===== config.mk =====
export PLATFORM = sky130hd
export DESIGN_NAME = button_input_port
export DESIGN_NICKNAME = d
export VERILOG_FILES = /design/src/rtl/button_input_port.sv
export SDC_FILE = /design/constraint.sdc
export NUM_CORES = 1
export LEC_CHECK = 0
export CAP_MARGIN = 20
export CELL_PAD_IN_SITES_DETAIL_PLACEMENT = 0
export CELL_PAD_IN_SITES_GLOBAL_PLACEMENT = 1
export CORE_ASPECT_RATIO = 0.5
export CORE_MARGIN = 5
export CORE_UTILIZATION = 40
export CTS_BUF_LIST = sky130_fd_sc_hd__clkbuf_4 sky130_fd_sc_hd__clkbuf_8 sky130_fd_sc_hd__clkbuf_16
export DETAILED_ROUTE_END_ITERATION = 10
export PLACE_DENSITY_LB_ADDON = 0.1
export SKIP_CTS_REPAIR_TIMING = 1
export SLEW_MARGIN = 20
export SYNTH_ARGS = -nofsm -noshare
export SYNTH_HDL_FRONTEND = slang
export SYNTH_SLANG_ARGS = --single-unit

===== constraint.sdc =====
create_clock -name clk -period 5.3 [get_ports clk]
set_input_delay 1.325 -clock clk [delete_from_list [all_inputs] [get_ports clk]]
set_output_delay 1.325 -clock clk [all_outputs]
set_load 0.1 [all_outputs]

===== src/rtl/button_input_port.sv =====
// Synchronised, debounced button/switch input port for the Nandgame SoC.
// Keeps a stable level word plus sticky rising-edge event flags that clear when read.
module button_input_port #(
    parameter int N_IN            = 8,
    parameter int SYNC_STAGES     = 2,
    parameter int DEBOUNCE_CYCLES = 50000
) (
    input  logic            clk,
    input  logic            p_sync_reset,
    input  logic [N_IN-1:0] btn_i,
    input  logic            rd_en_i,
    input  logic            rd_sel_i,
    output logic [15:0]     data_o,
    output logic            rd_valid_o,
    output logic            event_pending_o
);

    localparam int CNT_W = $clog2(DEBOUNCE_CYCLES);
    localparam logic [CNT_W-1:0] CNT_MAX = CNT_W'(DEBOUNCE_CYCLES - 1);

    logic [SYNC_STAGES-1:0][N_IN-1:0] sync_q;
    logic [N_IN-1:0]                  synced;
    logic [N_IN-1:0]                  stable_q, stable_d;
    logic [N_IN-1:0][CNT_W-1:0]       cnt_q, cnt_d;
    logic [N_IN-1:0]                  event_q, event_d;
    logic [N_IN-1:0]                  rise;
    logic                             rd_clr;
    logic [15:0]                      level_word, event_word;

    assign synced = sync_q[SYNC_STAGES-1];

    always_ff @(posedge clk) begin
        if (p_sync_reset) begin
            sync_q <= '0;
        end else begin
            sync_q <= {sync_q[SYNC_STAGES-2:0], btn_i};
        end
    end

    // A pin must disagree with its stable value on CNT_MAX+1 consecutive edges before it is accepted.
    always_comb begin
        stable_d = stable_q;
        cnt_d    = cnt_q;
        for (int i = 0; i < N_IN; i++) begin
            if (synced[i] == stable_q[i]) begin
                cnt_d[i] = '0;
            end else if (cnt_q[i] == CNT_MAX) begin
                stable_d[i] = synced[i];
                cnt_d[i]    = '0;
            end else begin
                cnt_d[i] = cnt_q[i] + 1'b1;
            end
        end
    end

    // A read of the event word clears only what it captured; a rise in the same cycle survives.
    always_comb begin
        rise    = stable_d & ~stable_q;
        rd_clr  = rd_en_i && rd_sel_i;
        event_d = rd_clr ? rise : (event_q | rise);
    end

    always_comb begin
        level_word             = '0;
        event_word             = '0;
        level_word[N_IN-1:0]   = stable_q;
        event_word[N_IN-1:0]   = event_q;
    end

    always_ff @(posedge clk) begin
        if (p_sync_reset) begin
            stable_q   <= '0;
            cnt_q      <= '0;
            event_q    <= '0;
            data_o     <= '0;
            rd_valid_o <= 1'b0;
        end else begin
            stable_q   <= stable_d;
            cnt_q      <= cnt_d;
            event_q    <= event_d;
            rd_valid_o <= rd_en_i;
            if (rd_en_i) begin
                data_o <= rd_sel_i ? event_word : level_word;
            end
        end
    end

    assign event_pending_o = |event_q;

endmodule

==> results.md <==
- For this run, design rule violations remaining after detail routing come to 0.
- The worst endpoint required time is approximately 4.0 ns.
- The worst-case IR drop observed on VDD is around 0.00019 V.
- Of the synthesized area, sequential elements account for 46.9%.
- The area growth from synthesis to layout is 13.0%.
- At the pin with the least slew margin, the transition time is around 1 ns.
- The final net count is between 800 and 900.
- The cell count after synthesis is 790.
- The synthesized design contains 0 enable-type register cells.
- The clock passes through at most 2 buffers.
- In this run the power density over the cells is 325 nW/um^2.
- The detailed router finished its first iteration with 210 violations.
- After synthesis, the cell types taking the most area are sky130_fd_sc_hd__dfxtp_1 (47%), sky130_fd_sc_hd__xnor2_1 (12%), sky130_fd_sc_hd__nor2_1 (8.4%).
- The kind of cell with the highest combined delay along the critical path is buffers and inverters.
- The detailed-placement wirelength estimate is roughly 8.9 mm.
- For this run, the leading register cell type out of synthesis is sky130_fd_sc_hd__dfxtp_1.
- The highest fanout seen on the critical path is 3.
- The floorplan core area is 17500 sq um.
- The total congestion overflow is 0.
- The flow ran to the end, and the final reports show no timing, DRC or antenna violations.
- 30 I/O pins were placed.
- After synthesis, the share of flip-flops with an asynchronous set or reset is 0%.
- The count of endpoints failing hold in the final timing report is 0.
- The number of cells on the worst hold path is 1.
- The final layout contains routed wiring with a total length of about 13 mm.
- The top cell type by total area after synthesis is sky130_fd_sc_hd__dfxtp_1.
- On the critical path, the stage with the largest delay is an instance of sky130_fd_sc_hd__clkdlybuf4s50_1.
- CTS built an H-tree with a depth of 4.
- The count of final setup violators is 0.
- The final weighted congestion of routability-driven global placement is roughly 0.73.
- The flop and latch count out of synthesis is 169.
- In this run the critical register-to-register path is captured at cnt_q[30].
- The synthesized area is ~7200 sq um.
- The vias after detailed routing is between 5000 and 6000.
- Setup repair after global routing left no endpoint under its margin.
- The minimum clock period is 3.49 ns.
- The Yosys step of the flow raised 0 warnings.
- The number of diodes added for antenna fixing is 0.
- The type of origin of the critical path is a flip-flop.
- Across the run, the number of max-cap violations was 0.
- The die covers approximately 21000 sq um.
- The area share of the largest cell type after synthesis is 46.9%.
- Counting the buffers created by CTS gives 17.
- The wire length of the first global-routing pass is around 24 mm.
- In this run the core area contains 34 standard-cell rows.
- The initial antenna violation count is 0.
- Timing would allow up to 287 MHz.
- The detail route stage leaves a number of antenna-violating nets equal to 0.
- The finished layout holds about 1100 standard cells, fillers aside.
- The clock skew is about 0.013 ns.
- Clock-pin slew was measured on the worst setup and hold paths at ~0.07 ns.
- The cell count of the worst reg-to-reg path is 5.
- The post-route netlist has 5.95% of its cells at a drive strength greater than 1.
- Entering global routing, the biggest net connects 35 pins.
- The worst hold path begins at sync_q[4].
- The setup TNS is 0 ns.
- The number of global-route vias before repair is between 4000 and 5000.
- The period utilization is roughly 66%.
- The via-per-instance ratio is roughly 4.8.
- The number of search-and-repair iterations in the first detailed-routing pass is 4.
- The cell at the root of the clock tree is sky130_fd_sc_hd__clkbuf_16.
- The critical path capture point type is a primary output.
- The most common cell after layout, fill and taps aside is sky130_fd_sc_hd__dfxtp_1.
- The number of max-slew violations in the final report is 0.
- Once placement completed, the tool counted placed cells totaling a little over 1000.
- The analysis attributes to cell leakage a power of 2.44 nW.
- On the worst path, the slowest cell contributes a delay of about 0.98 ns.
- The worst flop-to-flop path startpoint is cnt_q[16].
- The type of the worst min-delay path is reg -> reg.
- Across all register-to-register paths, the minimum setup slack is between 3 and 4 ns.
- The horizontal die dimension is about 200 um.
- After synthesis, the mean cell area works out to roughly 9.1 sq um.
- Traced cell by cell, the critical path runs through nor4_1 -> nand2_1 -> clkdlybuf4s50_1.
- The count of cell instances traversed by the critical path is 3.
- The normalized max-slew margin is between 30% and 40%.
- From bottom edge to top edge, the die measures ~100 um.
- The critical path class is reg -> out.
- The CTS tree is built.
- The wire length per cell is 12.6 um.
- The global-route usage over all layers is 13.4%.
- The critical path starts at event_q[2].
- For hold timing, the worst endpoint is synced[4].
- The number of port buffers is 21.
- Counting both buffers and inverters, the worst setup path holds a total of 1.
- The data arrival time of the worst path is 2.16 ns.
- For this configuration, the core starts out at a cell density of 41.1%.
- The distinct cell type count after synthesis is 37.
- The tree built by TritonCTS fans out to 169 sinks.
- The library cells used most frequently in the layout, excluding fill and tap cells, are sky130_fd_sc_hd__dfxtp_1 (169), sky130_fd_sc_hd__nor2_1 (161), sky130_fd_sc_hd__xnor2_1 (100).
- Clock latency on the worst-skew pair, taken at its later pin, is ~0.42 ns.
[metrics by stage]
step	util (%)	instance area, sq um	power, W	hold WS, ns	worst slack [ns]
finish	46.5	8150	0.00265	0.436	1.81
global route	46.5	8150	0.00275	0.458	1.70
CTS	46.5	8150	0.00269	0.440	1.77
detailed placement	43.1	7550	0.00141	0.425	2.24
global placement	43.1	7550	0.00141	0.419	2.27
floorplan	-	7230	0.00140	0.414	2.84
[state kept, by name, indices dropped and copies added, names as in the netlist]
signal,flops
cnt_q,128
data_o,8
event_q,8
stable_q,8
sync_q,8
synced,8
rd_valid_o,1
[how the worst max path moves through the flow]
stage / to
6_report: event_pending_o
3_3_place_gp: event_pending_o
3_5_place_dp: event_pending_o
4_1_cts: event_pending_o
2_1_floorplan: event_pending_o
5_1_grt: event_pending_o
[area by class of cell]
class | instances | area [sq um]
clock buffer | 18 | 433
clock inverter | 14 | 161
fill | 1711 | 9380
inverter | 29 | 109
multi-input combinational | 571 | 3550
sequential | 169 | 3380
tap | 234 | 293
timing repair buffer | 22 | 213
[cells in the mapped netlist (all sizes together) (4+ instances only)]
cell type and instances:
buf 16, or4 6, clkbuf 12, or3 5, inv 29, xor2 18, nor4b 4, ha 8
nor2b 18, a211oi 8, nor3 29, nand4b 6, a21oi 8, mux2i 15, nand4 26, or3b 4
nand3 43, xnor2 100, and3 10, nor4 35, nor4bb 8, dfxtp 169, nand2 37, nor2 161
[report_power, final]
| part | leakage, nW | internal (W) | switching [W] |
|---|---|---|---|
| Sequential | 1.37 | 0.00128 | 0.00000631 |
| Combinational | 0.777 | 0.0000226 | 0.0000747 |
| Clock | 0.293 | 0.000713 | 0.000552 |
| Total | 2.44 | 0.00202 | 0.000633 |
[routing by layer]
metal  global-route usage, %  up-vias  wire length (um)
met5                       0        -                 0
met4                    3.92        0               110
met3                    3.18       10               281
met2                    20.2       32              5800
met1                    19.1     2346              7160
li1                        -     2724                 -
[cells by family after synthesis]
logic type	synth area share, %
xor gates and xnor gates	14.3
DFF	46.9
and+or+nand+nor	28.8
buffers and inverters	4.11
muxes	2.08
AOI/OAI and AO/OA	2.24
other	0.0520
adders and majority gates	1.39
(Power assumes the default switching activity.)
